<file path="src/rtl/vedic_pkg.sv">
// Shared types and sizing helpers for the sequential Vedic (Urdhva-Tiryakbhyam) multiplier family.
package vedic_pkg;

    typedef enum logic [1:0] {
        IDLE   = 2'd0,
        COLUMN = 2'd1,
        DONE   = 2'd2
    } state_e;

    // Width of the column-sum / carry register for a given operand width.
    function automatic int colw(input int width);
        return $clog2(width) + 2;
    endfunction

    // Number of product columns evaluated for a given operand width.
    function automatic int cols(input int width);
        return 2 * width - 1;
    endfunction

endpackage

</file>
<file path="src/rtl/vedic_mult_seq_column.sv">
// Crosswise column unit: carry_in plus the popcount of all ra[i] & rb[j] pairs with i + j == k.
module vedic_column_sum
    import vedic_pkg::*;
#(
    parameter int WIDTH = 8,
    parameter int CW    = colw(WIDTH),
    parameter int KW    = $clog2(2 * WIDTH)
) (
    input  logic [WIDTH-1:0] ra,
    input  logic [WIDTH-1:0] rb,
    input  logic [KW-1:0]    k,
    input  logic [CW-1:0]    carry_in,
    output logic [CW-1:0]    s
);

    // Enumerating every (i, j) pair keeps all bit selects constant after unrolling.
    always_comb begin
        s = carry_in;
        for (int i = 0; i < WIDTH; i++) begin
            for (int j = 0; j < WIDTH; j++) begin
                if (i + j == int'(k)) begin
                    s = s + CW'(ra[i] & rb[j]);
                end
            end
        end
    end

endmodule

</file>
<file path="src/rtl/vedic_mult_seq.sv">
// Sequential unsigned multiplier producing one product column per clock, with ready/valid on both sides.
module vedic_mult_seq
    import vedic_pkg::*;
#(
    parameter int WIDTH = 8
) (
    input  logic               clk,
    input  logic               rst,
    input  logic               in_valid,
    output logic               in_ready,
    input  logic [WIDTH-1:0]   a,
    input  logic [WIDTH-1:0]   b,
    output logic               out_valid,
    input  logic               out_ready,
    output logic [2*WIDTH-1:0] p,
    output logic               busy
);

    localparam int CW = colw(WIDTH);
    localparam int KW = $clog2(2 * WIDTH);
    localparam logic [KW-1:0] LAST = KW'(cols(WIDTH) - 1);

    state_e           state;
    logic [WIDTH-1:0] ra;
    logic [WIDTH-1:0] rb;
    logic [KW-1:0]    col;
    logic [CW-1:0]    carry;
    logic [CW-1:0]    s;

    vedic_column_sum #(
        .WIDTH (WIDTH),
        .CW    (CW),
        .KW    (KW)
    ) u_column (
        .ra       (ra),
        .rb       (rb),
        .k        (col),
        .carry_in (carry),
        .s        (s)
    );

    assign in_ready  = (state == IDLE);
    assign busy      = (state == COLUMN);
    assign out_valid = (state == DONE);

    always_ff @(posedge clk) begin
        if (rst) begin
            state <= IDLE;
            ra    <= '0;
            rb    <= '0;
            p     <= '0;
            carry <= '0;
            col   <= '0;
        end else begin
            case (state)
                IDLE: begin
                    if (in_valid) begin
                        ra    <= a;
                        rb    <= b;
                        p     <= '0;
                        carry <= '0;
                        col   <= '0;
                        state <= COLUMN;
                    end
                end
                COLUMN: begin
                    p[col] <= s[0];
                    carry  <= s >> 1;
                    col    <= col + 1'b1;
                    // The last column's carry is the top product bit.
                    if (col == LAST) begin
                        p[2*WIDTH-1] <= s[1];
                        state        <= DONE;
                    end
                end
                DONE: begin
                    if (out_ready) begin
                        state <= IDLE;
                    end
                end
                default: state <= IDLE;
            endcase
        end
    end

`ifndef SYNTHESIS
    // The running carry must stay below WIDTH, and the final carry must fit in one bit.
    always_ff @(posedge clk) begin
        if (!rst && state == COLUMN) begin
            assert ((s >> 1) < CW'(WIDTH))
            else $error("vedic_mult_seq: column carry out of range");
            if (col == LAST) begin
                assert ((s >> 1) <= CW'(1))
                else $error("vedic_mult_seq: final carry exceeds one bit");
            end
        end
    end
`endif

endmodule

</file>
<file path="config.mk">
export PLATFORM = sky130hd
export DESIGN_NAME = vedic_mult_seq
export DESIGN_NICKNAME = d
export VERILOG_FILES = /design/src/rtl/vedic_pkg.sv /design/src/rtl/vedic_mult_seq_column.sv /design/src/rtl/vedic_mult_seq.sv
export SDC_FILE = /design/constraint.sdc
export NUM_CORES = 1
export LEC_CHECK = 0
export CAP_MARGIN = 20
export CORE_MARGIN = 1
export CORE_UTILIZATION = 65
export CTS_CLUSTER_DIAMETER = 30
export DETAILED_ROUTE_END_ITERATION = 16
export DONT_BUFFER_PORTS = 1
export GPL_TIMING_DRIVEN = 0
export HOLD_SLACK_MARGIN = 0.06
export PLACE_DENSITY_LB_ADDON = 0.25
export SYNTH_ARGS = -nofsm -noshare
export SYNTH_HDL_FRONTEND = slang
export SYNTH_HIERARCHICAL = 1
export SYNTH_SLANG_ARGS = --single-unit
</file>
<file path="constraint.sdc">
create_clock -name clk -period 54.5 [get_ports clk]
set_input_delay 10.9 -clock clk [delete_from_list [all_inputs] [get_ports clk]]
set_output_delay 10.9 -clock clk [all_outputs]
set_load 0.05 [all_outputs]
</file>
==> metrics.yaml, run 1 <==
ys_types: 87
drc: 0
synth_seq_area_share: 0.1075
n_fill_cell: 997
post_cts_resize_count: 0
cts-root-buf: "clkbuf_16"
critPathLaunch: "col[0]"
synthXorXnorAreaFrac: 0.08219
htreeDepth: 2
period_share: 0.8152
synthCells: 1031
cp_slowest_cell: "a222oi_1"
end_kind: "flip-flop"
num_rows: 39
fin_skew_ns: 0.009797
r2r_end: "carry[3]"
antenna_left: 0
finalInstanceArea_um2: 8150
syn_to_final_growth_pct: 4.157
hold_viol: 0
synth-edff-count: 0
via_per_inst: 6.729
finalCriticalPeriod_ns: 44.43
fin_tns_setup_ns: 0
worst_slew_pin_slew_ns: 0.9788
dp_hpwl_mm: 18.14
first_iter_violations: 748
r2r_setup_slack_ns: 10.07
core_area_um2: 11560
synth_compound_area_frac: 0.2008
dr.pass1.iters: 7
crit_type: "reg2reg"
crit_buf_inv: 13
totalWireLength_mm: 23.53
timing.slew.headroom: 0.3461
die_w_um: 111.7
clock_sinks: 42
synth_top_family_by_area: "simple AND/OR/NAND/NOR gates"
initial_core_util: 0.6766
synth_area_um2: 7825
endpoint: "carry[3]"
cts_buffer_depth: 2
yosys_warnings: 6
muxShareOfSynthArea: 0.05964
grt_pass1_vias: 7417
grt_max_degree: 15
critPathTopFamily: "adder cells"
post_cts_buffers: 0
hold_buffers: 0
grt_first_pass_wirelength_mm: 37.46
critPathMostFrequentCell: "ha_1"
die_y_um: 111.7
hp-class: "reg2reg"
ys.flop_type: "dfxtp_1"
max_freq_mhz: 22.51
crit_fanout: 10
io_buffers: 0
required_ns: 54.71
vias: 7960
antenna_found_initial: 1
slew_viol_final: 0
rr_startpoint: "col[0]"
setup_viol: 0
wl_per_cell_um: 19.89
hold-path-cell-count: 2
yosys.area_share.simple: 0.2913
rr_worst_depth: 211
worst-path-stages: 211
leakage_nw: 3.802
nNetsFinal: 1191
placed_area_um2: 8004
cp-start-kind: "flip-flop"
clk_pin_slew_ns: 0.05
insertion_delay_ns: 0.29
grt_usage: 0.3747
gp_congestion: 0.9765
syn_area_per_cell_um2: 7.590
layout-drive-gt1-share: 0.07122
ys_seq_elements: 42
final_cells: 1183
ios: 39
rsz0062_at_grt: "no"
p_per_area_nw_per_um2: 11.29
grt_overflow_total: 0
placedCellCount: 1174
die_area_um2: 12480
tritoncts: "done"
vdd_drop_max_mv: 0.02344
cp.arrival_ns: 44.64
drv_cap: 0
status: "finished clean"
yosys.area_share.adder: 0.2152
cts_buffers: 5
synth_nets: 1184
slowest_delay_ns: 0.50
synthArstFlopShare: 0
per-layer routing:
metal,wire length [µm],GRT usage,vias to the layer above,share of wire
met4,1141,0.1712,0,0.048
met2,10360,0.6046,443,0.44
met3,2300,0.05389,89,0.098
li1,-,-,3725,-
met1,9722,0.4938,3703,0.41
met5,0,0,-,0
where the power goes:
group / internal (W) / switching (W) / leakage, nW / total, W
Combinational: 0.0000100 / 0.0000181 / 3.39 / 0.0000282
Clock: 0.0000170 / 0.0000123 / 0.0740 / 0.0000292
Sequential: 0.0000317 / 0.00000295 / 0.341 / 0.0000346
cells in the mapped netlist, types with 6 or more instances:
cell,number,share of area
a21oi_1,70,0.045
buf_1,6,0.0029
ha_1,133,0.21
dfxtp_1,42,0.11
nor2b_1,10,0.0080
a22oi_1,23,0.022
a21boi_0,6,0.0058
nand3_1,30,0.019
nand3b_1,8,0.0077
or3_1,9,0.0072
a22o_1,6,0.0067
o31ai_1,8,0.0077
mux2_2,20,0.029
a31oi_1,11,0.0088
inv_1,20,0.0096
nor3_1,11,0.0070
nand2b_1,10,0.0080
xor2_1,15,0.017
o211ai_1,16,0.015
buf_2,9,0.0058
clkbuf_1,26,0.012
o21ai_0,36,0.023
nor2_1,79,0.038
xnor3_1,6,0.017
and2_1,75,0.060
xnor2_1,31,0.035
o22ai_1,8,0.0064
mux2i_1,16,0.020
nand4_1,19,0.015
or2_2,7,0.0056
and3_1,6,0.0048
nand2_1,153,0.073
final cells by class:
class / instances / area, µm² / share of cell area
diodes: 1 / 2.502 / 0.0003070
well taps: 143 / 178.9 / 0.02195
flip-flops and latches: 42 / 840.8 / 0.1032
clock buffers: 5 / 125.1 / 0.01535
inverters: 21 / 78.83 / 0.009671
clock inverters: 3 / 18.77 / 0.002303
multi-input cells: 917 / 6649 / 0.8158
plain buffers: 51 / 256.5 / 0.03147
worst min-delay path, delay by kind of cell, from the launching register on:
kind            cells  cell delay, ns
flops               1            0.31
simple gates        1            0.06
compound gates      1            0.06
flip-flops by register name (all words and copies together) (netlist names):
name,count
ra,8
carry,4
col,4
p,16
rb,8
state,2
through the flow:
step	total power [W]	hold WS (ns)	worst slack (ns)	utilization
final	0.00009204	0.4798	10.07	0.7048
after global routing	0.00009638	0.5233	7.209	0.7048
after CTS	0.00009096	0.4811	10.76	0.7045
after detailed placement	0.00006240	0.4739	10.87	0.6921
after global placement	0.00006159	0.4608	11.66	0.6921
after floorplan	0.00005471	0.4479	15.92	-
kinds of logic after synthesis:
group / after synthesis
compound gates: 236
xor+xnor: 57
fa+ha+maj: 135
buf+inv: 72
flops: 42
mux: 40
other cells: 1
simple gates: 448
placed cells by master, fill, tap and decap left out, drive strengths merged, types with 17 or more instances in the layout:
cell / count
xnor2: 33
o21ai: 37
clkbuf: 32
mux2i: 17
inv: 22
ha: 133
nor2: 79
nand4: 19
mux2: 20
a22oi: 23
dfxtp: 42
nand3: 30
nand2: 153
buf: 24
a21oi: 70
and2: 75
how the worst min path moves through the flow:
| stage | endpoint | startpoint | slack, ns |
|---|---|---|---|
| 6_report | carry[2] | carry[2] | 0.48 |
| 5_1_grt | carry[2] | carry[2] | 0.52 |
| 4_1_cts | carry[2] | carry[2] | 0.48 |
| 3_5_place_dp | carry[2] | carry[2] | 0.47 |
| 3_3_place_gp | carry[2] | carry[2] | 0.46 |
| 2_1_floorplan | carry[2] | carry[2] | 0.45 |
Note: power is estimated with default switching activity, not from simulation.
==> run 2, diff against run 1 <==
clock period = 44.1 ns   (was 54.5 ns; I/O delays follow)
==> run 2 against run 1 <==
Fmax up 4.4%. Critical endpoint unchanged. Total power is 29% higher. Final cell count increased by 0.85%. Worst hold slack improved by 0.0038 ns.
==> metrics.yaml, run 2 (same netlist as run 1, synthesis figures left out) <==
status: "finished clean"
drc: 0
fin_skew_ns: 0.01142
period_share: 0.9646
io_buffers: 0
num_rows: 39
grt_overflow_total: 0
grt_usage: 0.3747
htreeDepth: 2
num_antenna_cells: 0
antenna_left: 0
grt_pass1_vias: 7417
max_freq_mhz: 23.51
cp-start-kind: "flip-flop"
cp.arrival_ns: 42.75
initial_core_util: 0.6766
layout-drive-gt1-share: 0.1190
die_area_um2: 12480
antenna_found_initial: 0
required_ns: 44.31
p_per_area_nw_per_um2: 14.14
largest_reg_flops: 16
clk_pin_slew_ns: 0.05
wl_met2_mm: 10.66
top_regs: "p x16, ra x8, rb x8"
die_w_um: 111.7
nNetsFinal: 1202
slowest_delay_ns: 0.50
drv_cap: 0
cp_slowest_cell: "a222oi_1"
wl_met3_mm: 2.550
clock_sinks: 42
crit_fanout: 10
fin_tns_setup_ns: 0
top_layer_used: "met4"
leakage_nw: 3.889
cts_buffer_depth: 2
slew_viol_final: 0
tritoncts: "done"
die_y_um: 111.7
via_per_inst: 6.764
totalWireLength_mm: 24.10
hold_viol: 0
hp-class: "reg2reg"
grt_first_pass_wirelength_mm: 37.46
first_iter_violations: 855
gp_congestion: 0.9765
insertion_delay_ns: 0.29
vdd_drop_max_mv: 0.02882
worst_slew_pin_slew_ns: 0.9780
critPathMostFrequentCell: "ha_1"
final_cells: 1193
wl_per_cell_um: 20.20
timing.slew.headroom: 0.3466
placedCellCount: 1174
vias: 8070
core_area_um2: 11560
cts-root-buf: "clkbuf_16"
setup_viol: 0
hold_buffers: 0
syn_to_final_growth_pct: 7.723
dp_hpwl_mm: 18.14
crit_type: "reg2reg"
cts_buffers: 5
mostFrequentLayoutCells: "152 x nand2_1, 132 x ha_1, 75 x and2_1"
end_kind: "flip-flop"
ios: 39
wl_met1_mm: 9.618
dr.pass1.iters: 6
final_common_cell: "nand2_1"
regMostFlops: "p"
r2r_setup_slack_ns: 1.56
finalCriticalPeriod_ns: 42.54
grt_max_degree: 15
## run 2: power by group
group	internal [W]	total, W	switching, W
sequential	0.0000392	0.0000428	0.00000367
clock	0.0000210	0.0000362	0.0000152
combinational	0.0000157	0.0000402	0.0000245
## run 2: worst max-delay path, delay by kind of cell, from the launching register on
family | cells | cell delay [ns]
AO/OA/AOI/OAI | 49 | 8.25
XOR/XNOR | 1 | 0.31
adder cells (fa/ha/maj) | 65 | 19.68
buffers and inverters | 13 | 1.62
flip-flops | 1 | 0.37
multiplexers | 15 | 4.31
AND/OR/NAND/NOR | 68 | 7.89
## run 2: path summary, 6_finish.rpt
kind | start | endpoint | cells past startpoint
max | col[0] | carry[3] | 211
min | carry[2] | carry[2] | 2
max reg2reg | col[0] | carry[3] | 211
min reg2reg | carry[2] | carry[2] | 2
## run 2: layout make-up
| cell class | count | area [µm²] |
|---|---|---|
| Multi-Input combinational cell | 917 | 6834 |
| Clock buffer | 5 | 125.1 |
| Timing Repair Buffer | 11 | 82.58 |
| Buffer | 51 | 267.8 |
| Sequential cell | 42 | 843.3 |
| Inverter | 21 | 78.83 |
| Clock inverter | 3 | 18.77 |
| Tap cell | 143 | 178.9 |
| Fill cell | 944 | 3136 |
## run 2: per-stage QoR
stage | instance area [µm²] | hold WS (ns) | total power (W) | setup WS [ns] | utilization
after floorplan | 7825 | 0.4479 | 0.00006761 | 5.522 | -
after global placement | 8004 | 0.4608 | 0.00007612 | 1.265 | 0.6921
after detailed placement | 8004 | 0.4739 | 0.00007711 | 0.4671 | 0.6921
after CTS | 8148 | 0.4811 | 0.0001124 | 0.3644 | 0.7045
after global routing | 8429 | 0.5233 | 0.0001244 | -0.4775 | 0.7289
final | 8429 | 0.4836 | 0.0001192 | 1.563 | 0.7289
## run 2: per-layer routing
metal	vias to the layer above	track usage
li1	3757	-
met1	3714	0.4938
met2	478	0.6046
met3	121	0.05389
met4	0	0.1712
met5	-	0
## run 2: repair_timing
action,in CTS,in global routing
gates resized for setup,0,60
endpoints found under the setup margin,0,20
buffers inserted,0,11
hold endpoints to repair,0,0
==> run 3, diff against run 2 <==
CTS_BUF_LIST = sky130_fd_sc_hd__clkbuf_16   (was not set)
HOLD_SLACK_MARGIN = 0.03   (was 0.06)
==> results of run 3 <==
Final layout, timing and power as in run 2 (identical DEF).
